$ cat src/rtl/hazard_stall_if.sv
// hazard_stall_if: decode/main-control side signals of the hazard stall unit
interface hazard_stall_if #(parameter int REG_ADDR_W = 3);
  logic                  instr_valid;
  logic [REG_ADDR_W-1:0] src_a_addr;
  logic [REG_ADDR_W-1:0] src_b_addr;
  logic [REG_ADDR_W-1:0] dst_addr;
  logic                  memRd_flg;
  logic                  reg_write_flg;
  logic                  jmp_flg;
  logic                  brnch_flg;
  logic                  stall_flg;
  logic                  pc_hold;
  logic                  ifid_hold;
  logic                  flush_flg;
  modport master (
    output instr_valid, src_a_addr, src_b_addr, dst_addr, memRd_flg, reg_write_flg, jmp_flg, brnch_flg,
    input  stall_flg, pc_hold, ifid_hold, flush_flg
  );
  modport slave (
    input  instr_valid, src_a_addr, src_b_addr, dst_addr, memRd_flg, reg_write_flg, jmp_flg, brnch_flg,
    output stall_flg, pc_hold, ifid_hold, flush_flg
  );
endinterface

$ cat src/rtl/hazard_stall_unit.sv
// hazard_stall_unit: load-use stall and post-jump flush sequencer; HAZARD_PERF_EN adds saturating stall/flush counters
module hazard_stall_unit #(
  parameter int REG_ADDR_W   = 3,
  parameter int LOAD_LAT     = 1,
  parameter int CTRL_PENALTY = 2,
  parameter int R0_HARDWIRED = 1
) (
  input logic clk,
  input logic rst,
  hazard_stall_if.slave bus
`ifdef HAZARD_PERF_EN
  ,
  output logic [15:0] ld_stall_count,
  output logic [15:0] flush_count
`endif
);
  typedef enum logic [1:0] {RUN, LD_STALL, FLUSH} state_t;
  state_t                st;
  logic [2:0]            cnt;
  logic                  ld_pend;
  logic [REG_ADDR_W-1:0] ld_dst;
  logic                  haz;
  assign haz = ld_pend & bus.instr_valid
             & (bus.src_a_addr == ld_dst | bus.src_b_addr == ld_dst)
             & !(R0_HARDWIRED != 0 && ld_dst == '0);
  // Outputs depend only on state and the registered load tracker, never on the gated control flags
  assign bus.stall_flg = st == RUN ? haz : 1'b1;
  assign bus.pc_hold   = st == RUN ? haz : st == LD_STALL;
  assign bus.ifid_hold = st == RUN ? haz : st == LD_STALL;
  assign bus.flush_flg = st == FLUSH;
  always_ff @(posedge clk or posedge rst) begin
    if (rst) begin
      st      <= RUN;
      cnt     <= '0;
      ld_pend <= 1'b0;
      ld_dst  <= '0;
    end else begin
      ld_pend <= bus.instr_valid & bus.memRd_flg & bus.reg_write_flg & ~bus.stall_flg;
      ld_dst  <= bus.dst_addr;
      case (st)
        RUN: begin
          if (haz && LOAD_LAT > 1) begin
            st  <= LD_STALL;
            cnt <= 3'(LOAD_LAT - 1);
          end else if (!haz && bus.instr_valid && (bus.jmp_flg || bus.brnch_flg) && CTRL_PENALTY > 0) begin
            st  <= FLUSH;
            cnt <= 3'(CTRL_PENALTY);
          end
        end
        default: begin
          cnt <= cnt - 3'd1;
          if (cnt == 3'd1) st <= RUN;
        end
      endcase
    end
  end
`ifdef HAZARD_PERF_EN
  always_ff @(posedge clk or posedge rst) begin
    if (rst) begin
      ld_stall_count <= '0;
      flush_count    <= '0;
    end else begin
      if (bus.stall_flg && !bus.flush_flg && ld_stall_count != 16'hFFFF) ld_stall_count <= ld_stall_count + 16'd1;
      if (bus.flush_flg && flush_count != 16'hFFFF) flush_count <= flush_count + 16'd1;
    end
  end
`endif
endmodule

$ cat src/flat_wrapper.sv
// flat-port wrapper written by rule: the top's interface ports become plain ports
module hazard_stall_unit_flat 
#(
  parameter int REG_ADDR_W   = 3,
  parameter int LOAD_LAT     = 1,
  parameter int CTRL_PENALTY = 2,
  parameter int R0_HARDWIRED = 1
)
  (clk, rst, bus_instr_valid, bus_src_a_addr, bus_src_b_addr, bus_dst_addr, bus_memRd_flg, bus_reg_write_flg, bus_jmp_flg, bus_brnch_flg, bus_stall_flg, bus_pc_hold, bus_ifid_hold, bus_flush_flg);
  hazard_stall_if #(.REG_ADDR_W(REG_ADDR_W)) bus_i ();
  input logic clk;
  input logic rst;
  input wire logic [$bits(bus_i.instr_valid)-1:0] bus_instr_valid;
  input wire logic [$bits(bus_i.src_a_addr)-1:0] bus_src_a_addr;
  input wire logic [$bits(bus_i.src_b_addr)-1:0] bus_src_b_addr;
  input wire logic [$bits(bus_i.dst_addr)-1:0] bus_dst_addr;
  input wire logic [$bits(bus_i.memRd_flg)-1:0] bus_memRd_flg;
  input wire logic [$bits(bus_i.reg_write_flg)-1:0] bus_reg_write_flg;
  input wire logic [$bits(bus_i.jmp_flg)-1:0] bus_jmp_flg;
  input wire logic [$bits(bus_i.brnch_flg)-1:0] bus_brnch_flg;
  output wire logic [$bits(bus_i.stall_flg)-1:0] bus_stall_flg;
  output wire logic [$bits(bus_i.pc_hold)-1:0] bus_pc_hold;
  output wire logic [$bits(bus_i.ifid_hold)-1:0] bus_ifid_hold;
  output wire logic [$bits(bus_i.flush_flg)-1:0] bus_flush_flg;
  assign bus_i.instr_valid = bus_instr_valid;
  assign bus_i.src_a_addr = bus_src_a_addr;
  assign bus_i.src_b_addr = bus_src_b_addr;
  assign bus_i.dst_addr = bus_dst_addr;
  assign bus_i.memRd_flg = bus_memRd_flg;
  assign bus_i.reg_write_flg = bus_reg_write_flg;
  assign bus_i.jmp_flg = bus_jmp_flg;
  assign bus_i.brnch_flg = bus_brnch_flg;
  assign bus_stall_flg = bus_i.stall_flg;
  assign bus_pc_hold = bus_i.pc_hold;
  assign bus_ifid_hold = bus_i.ifid_hold;
  assign bus_flush_flg = bus_i.flush_flg;
  hazard_stall_unit #(.REG_ADDR_W(REG_ADDR_W), .LOAD_LAT(LOAD_LAT), .CTRL_PENALTY(CTRL_PENALTY), .R0_HARDWIRED(R0_HARDWIRED)) u_core (.clk(clk), .rst(rst), .bus(bus_i));
endmodule
$ cat config.mk
export PLATFORM = sky130hd
export DESIGN_NAME = hazard_stall_unit_flat
export DESIGN_NICKNAME = d
export VERILOG_FILES = /design/src/rtl/hazard_stall_if.sv /design/src/rtl/hazard_stall_unit.sv /design/src/flat_wrapper.sv
export SDC_FILE = /design/constraint.sdc
export NUM_CORES = 1
export LEC_CHECK = 0
export BUFFER_PORTS_ARGS = -buffer_cell sky130_fd_sc_hd__buf_2
export CORE_AREA = 3 3 40 42
export CTS_CLUSTER_SIZE = 8
export DETAILED_ROUTE_END_ITERATION = 12
export DIE_AREA = 0 0 43 45
export PLACE_DENSITY = 0.66
export SLEW_MARGIN = 20
export SYNTH_ARGS = -nofsm -noshare
export SYNTH_HDL_FRONTEND = slang
export SYNTH_SLANG_ARGS = --single-unit
$ cat constraint.sdc
create_clock -name clk -period 1.5 [get_ports clk]
set_clock_uncertainty 0.15 [all_clocks]
set_input_delay 0.3 -clock clk [delete_from_list [all_inputs] [get_ports clk]]
set_output_delay 0.3 -clock clk [all_outputs]
set_load 0.03 [all_outputs]
; After elaboration in Yosys (flattened, before gate mapping)
; Index checks and enable logic that the tools add are counted.
[totals]
in_bits = 16
memories = 0
ramBits = 0
rom_bits = 0
register_bits = 9
wordCells = 35
out_inout_bits = 4
latch_bits = 0
[op_classes]
n_reduce_logical = 9
multipliers = 0
n_mux = 7
order_cmp = 0
n_eq_ne = 6
n_shift = 0
n_addsub = 1
n_div = 0
n_bitwise = 8
[op_table]
columns = op, n
row1 = 1-bit bitwise AND, 6
row2 = 3-bit == test, 2
row3 = 2-bit two-way mux, 3
row4 = 3-bit two-way mux, 2
row5 = "3-bit by 1-bit == test with 1-bit output, second input constant", 1
row6 = 3-bit zero test, 1
row7 = "3-bit by 1-bit subtractor with 3-bit output, second input constant", 1
row8 = "2-bit by 1-bit == test with 1-bit output, second input constant", 1
row9 = "2-bit == test, second input constant", 1
row10 = 1-bit logical AND, 2
row11 = 1-bit zero test, 2
row12 = 2-bit zero test, 1
row13 = 1-bit two-way mux, 2
row14 = "2-bit != test, second input constant", 1
row15 = 2-bit AND reduction, 1
row16 = 2-bit nonzero test, 1
row17 = 1-bit logical OR, 1
row18 = 1-bit inverter, 1
row19 = 1-bit bitwise OR, 1

; Logic depth before layout (Yosys ltp)
[depth]
ltp_word = 9
depth_mapped = 6
depth_no_buf = 6

; Least setup slack after synthesis
; Ideal clock, no wire load.
[synth_path]
kind = flip-flop to output port
startpoint = register u_core.ld_dst[0]
endpoint = output bus_pc_hold
required_ns = 1.050
path_buffers = 1
stages_incl_launch_ff = 5
slack_ns = -0.455
t_arrival_ns = 1.505
cell_sequence = dfrtp_1 -> xnor2_1 -> nand3_2 -> a211oi_4 -> buf_4
[synth_via]
elab_chain_len = 5
[synth_lines]
columns = element, line_no
row1 = from (decl), hazard_stall_unit.sv:21  ; logic [REG_ADDR_W-1:0] ld_dst;
row2 = from (signal assigned), hazard_stall_unit.sv:39  ; ld_dst <= bus.dst_addr;
row3 = 3-bit == test, hazard_stall_unit.sv:24  ; & (bus.src_a_addr == ld_dst | bus.src_b_addr == ld_dst)
row4 = 1-bit bitwise OR, hazard_stall_unit.sv:24
row5 = 1-bit bitwise AND, hazard_stall_unit.sv:24
row6 = 1-bit bitwise AND (*), hazard_stall_unit.sv:25  ; & !(R0_HARDWIRED != 0 && ld_dst == '0);
row7 = 1-bit two-way mux (*), -
row8 = to (decl), flat_wrapper.sv:22  ; output wire logic [$bits(bus_i.pc_hold)-1:0] bus_pc_hold;
; Mark *: on every way between the ends. The rest lies on a longest branch, timed or not.

; Worst setup path after layout
[layout_path]
startpoint = register u_core.ld_dst[0]
endpoint = output bus_ifid_hold
[layout_via]
elab_chain_len = 5
[layout_lines]
columns = element, line_no
row1 = 3-bit == test, hazard_stall_unit.sv:24
row2 = 1-bit bitwise OR, hazard_stall_unit.sv:24
row3 = 1-bit bitwise AND, hazard_stall_unit.sv:24
row4 = 1-bit bitwise AND (*), hazard_stall_unit.sv:25
row5 = 1-bit two-way mux (*), hazard_stall_unit.sv:29  ; assign bus.ifid_hold = st == RUN ? haz : st == LD_STALL;
row6 = to (decl), flat_wrapper.sv:23  ; output wire logic [$bits(bus_i.ifid_hold)-1:0] bus_ifid_hold;
; Marks and branches as above.

==> results.yml <==
status:
  status: "finished with violations"
  failed_checks: "negative setup slack"
timing:
  clock.fmax_mhz: 504
  grt_setup_unrepaired: "true"
  hold_viol_final: 0
  post-route-period-util_pct: 132
  setup_violations: 7
  fin_tns_setup_ns: -2.04
  slew-limit-headroom_pct: 81.2
  fin_crit_ns: 1.98
  worstMarginPinSlew_ns: 0.281
  maxSlewViolCount: 0
  timing.final.ws_setup_ns: -0.482
clock_tree:
  clk_latency_ns: 0.24
  root_buffer: "clkbuf_4"
  cts_tree: "built"
  h-tree-depth: 1
  numCtsBuffers: 3
  cts_sinks: 8
  clockBufferDepth: 2
  path_clk_slew_ns: 0.05
setup_path:
  end_kind: "primary output"
  crit_arrival_ns: 1.53
  cp.required_ns: 1.05
  max_stage_delay_ns: 0.44
  cp-start-kind: "register"
  cp_max_fo: 3
  critical_path_class: "reg -> out"
  slowest_stage: "dfrtp_2"
  crit_chain: "xnor2_2 -> nand3_2 -> a211oi_4 -> buf_6"
  r2r-start: "u_core.ld_dst[2]"
  crit_start: "u_core.ld_dst[0]"
pwr:
  switchingPower_mw: 0.383
  clkPwrFrac_pct: 14.3
  finalPower_mw: 1.03
  p_leak_nw: 0.365
  power_density_mw_per_mm2: 1310
  p_int_mw: 0.647
  seqPwrFrac_pct: 33.7
  p_comb_share_pct: 52.0
  ir_drop_v: 0.000650
  switching_share_pct: 37.2
layout:
  seqCellArea_um2: 205
  antenna_cells: 0
  nets: 96
  stdcell_area_um2: 786
  mostFrequentLayoutCells: "15 x buf_2, 8 x buf_6"
  drive_gt1_share_pct: 61.8
  syn_to_final_growth_pct: 59.8
  layout_commonest_cell: "buf_2"
  multiInputGateArea_um2: 313
  fill_cells: 102
detailed_routing:
  wl_per_cell_um: 11.2
  drt-vias-per-instance: 4.85
  drc: 0
  vias: 441
  drt_iter0_drc: 2
  routed_wl_um: 1020
  dr.pass1.iters: 2
  ant_nets: 0
place:
  numPortBuffers: 19
  post-place-ws_ns: -0.246
  place_congestion: 0.699
  hpwl_um: 749
  placed_area_um2: 624
floorplan:
  die_x_um: 43
  fp-row-count: 13
  coreArea_mm2: 0.00128
  ios: 20
  die_h_um: 45
  die-area_mm2: 0.00194
  start_util_pct: 38.3
global_route:
  met2_usage_pct: 20.4
  grt-busiest-layer: "met2"
  grt_max_degree: 11
  antenna_found_initial: 0
  gr-total-overflow: 0
  grtUsageMet1_pct: 12.8
  grt_first_pass_wirelength_um: 1630
  grt_pass1_vias: 425
  met3_usage_pct: 2.39
  grt_use_total_pct: 11.6
synthesis:
  synth-seq-cells: 8
  syn_inst: 46
  synth_largest_area_cell: "dfrtp_1"
  ys_types: 23
  syn-cell-area_um2: 492
  yosysTopAreaCellShare_pct: 40.7
  synth_nets: 64
  synthTopCellsByArea: "dfrtp_1 41%, xnor2_1 11%, o311ai_4 5.3%"
  ys_warn_count: 0
  seq_area_frac_synth_pct: 40.7
  avgSynthCellArea_um2: 10.7
min_path:
  holdCritStartpoint: "bus_dst_addr[0]"
  hold_path.class: "in -> reg"
flow_run:
  maxCapViolCount: 0
==> state kept, by name (all words and copies together), names as in the netlist <==
name            flops
u_core.cnt          3
u_core.ld_dst       3
u_core.ld_pend      1
u_core.st           1
==> area by class of cell <==
| type | instances | area share, % |
|---|---|---|
| multi-input cells | 33 | 39.8 |
| repair buffers | 29 | 27.4 |
| flip-flops and latches | 8 | 26.1 |
| inverters | 3 | 1.43 |
| clock buffers | 3 | 2.87 |
| well taps | 15 | 2.39 |
==> kinds of logic (layout without fill, tap and decap cells) <==
| logic type | Yosys count | after routing | share of synthesized area, % |
|---|---|---|---|
| AOI/OAI and AO/OA | 10 | 10 | 21.9 |
| and+or+nand+nor | 14 | 14 | 15.3 |
| adders and majority gates | 2 | 2 | 5.09 |
| DFF | 8 | 8 | 40.7 |
| buffers and inverters | 5 | 35 | 4.58 |
| xor gates and xnor gates | 7 | 7 | 12.5 |
==> worst paths after layout <==
check                                   end  slack (ns)  depth (start not counted)
max reg2reg                   u_core.cnt[0]       -0.20                          6
max                           bus_ifid_hold       -0.48                          4
min in group asynchronous     u_core.cnt[1]        0.39                          3
min                        u_core.ld_dst[0]        0.02                          1
min reg2reg                  u_core.ld_pend        0.38                          1
max in group asynchronous  u_core.ld_dst[1]        0.57                          3
==> critical path, delay by kind of cell, from the launching register on <==
| kind | cells | cell delay, ns |
|---|---|---|
| flip-flops | 1 | 0.44 |
| XOR/XNOR | 1 | 0.18 |
| AND/OR/NAND/NOR | 1 | 0.16 |
| AO/OA/AOI/OAI | 1 | 0.34 |
| buffers and inverters | 1 | 0.18 |
==> routing by layer <==
metal  part of all wire (%)  vias up  wire, um
met3                    6.3        2        64
met4                   0.88        0         9
li1                       -      223         -
met2                     53       11       539
met5                      0        -         0
met1                     40      205       407
==> what timing repair did <==
item	CTS	global route
buffers inserted	2	2
pin swaps	7	3
gates resized for setup	13	11
hold buffers	1	1
hold endpoints to repair	8	1
setup endpoints to repair	8	8
==> power groups by stage <==
stage               logic [mW]  registers, mW  clock network [mW]
floorplan                0.320          0.362                   0
global placement         0.450          0.344                   0
detailed placement       0.461          0.342                   0
CTS                      0.517          0.338               0.159
global route             0.595          0.357               0.175
finish                   0.536          0.347               0.148
==> through the flow <==
stage	hold WS, ns	utilization (%)	cells
floorplan	-0.0343	-	46
global placement	0.0953	48.6	82
detailed placement	0.0984	48.6	82
CTS	0.00626	55.6	88
global route	0.00189	61.1	91
finish	0.0172	61.1	91
==> cell usage after synthesis (all sizes together) <==
master / instances
dfrtp: 8
xnor2: 6
nand2: 4
inv: 3
nand3: 3
nor3: 3
ha: 2
nor2: 2
o21ai: 2
a211oi: 1
a21o: 1
a21oi: 1
a221o: 1
a221oi: 1
buf: 1
clkbuf: 1
nor2b: 1
o21a: 1
o22ai: 1
o311ai: 1
or2: 1
xor2: 1
(Power assumes the default switching activity.)
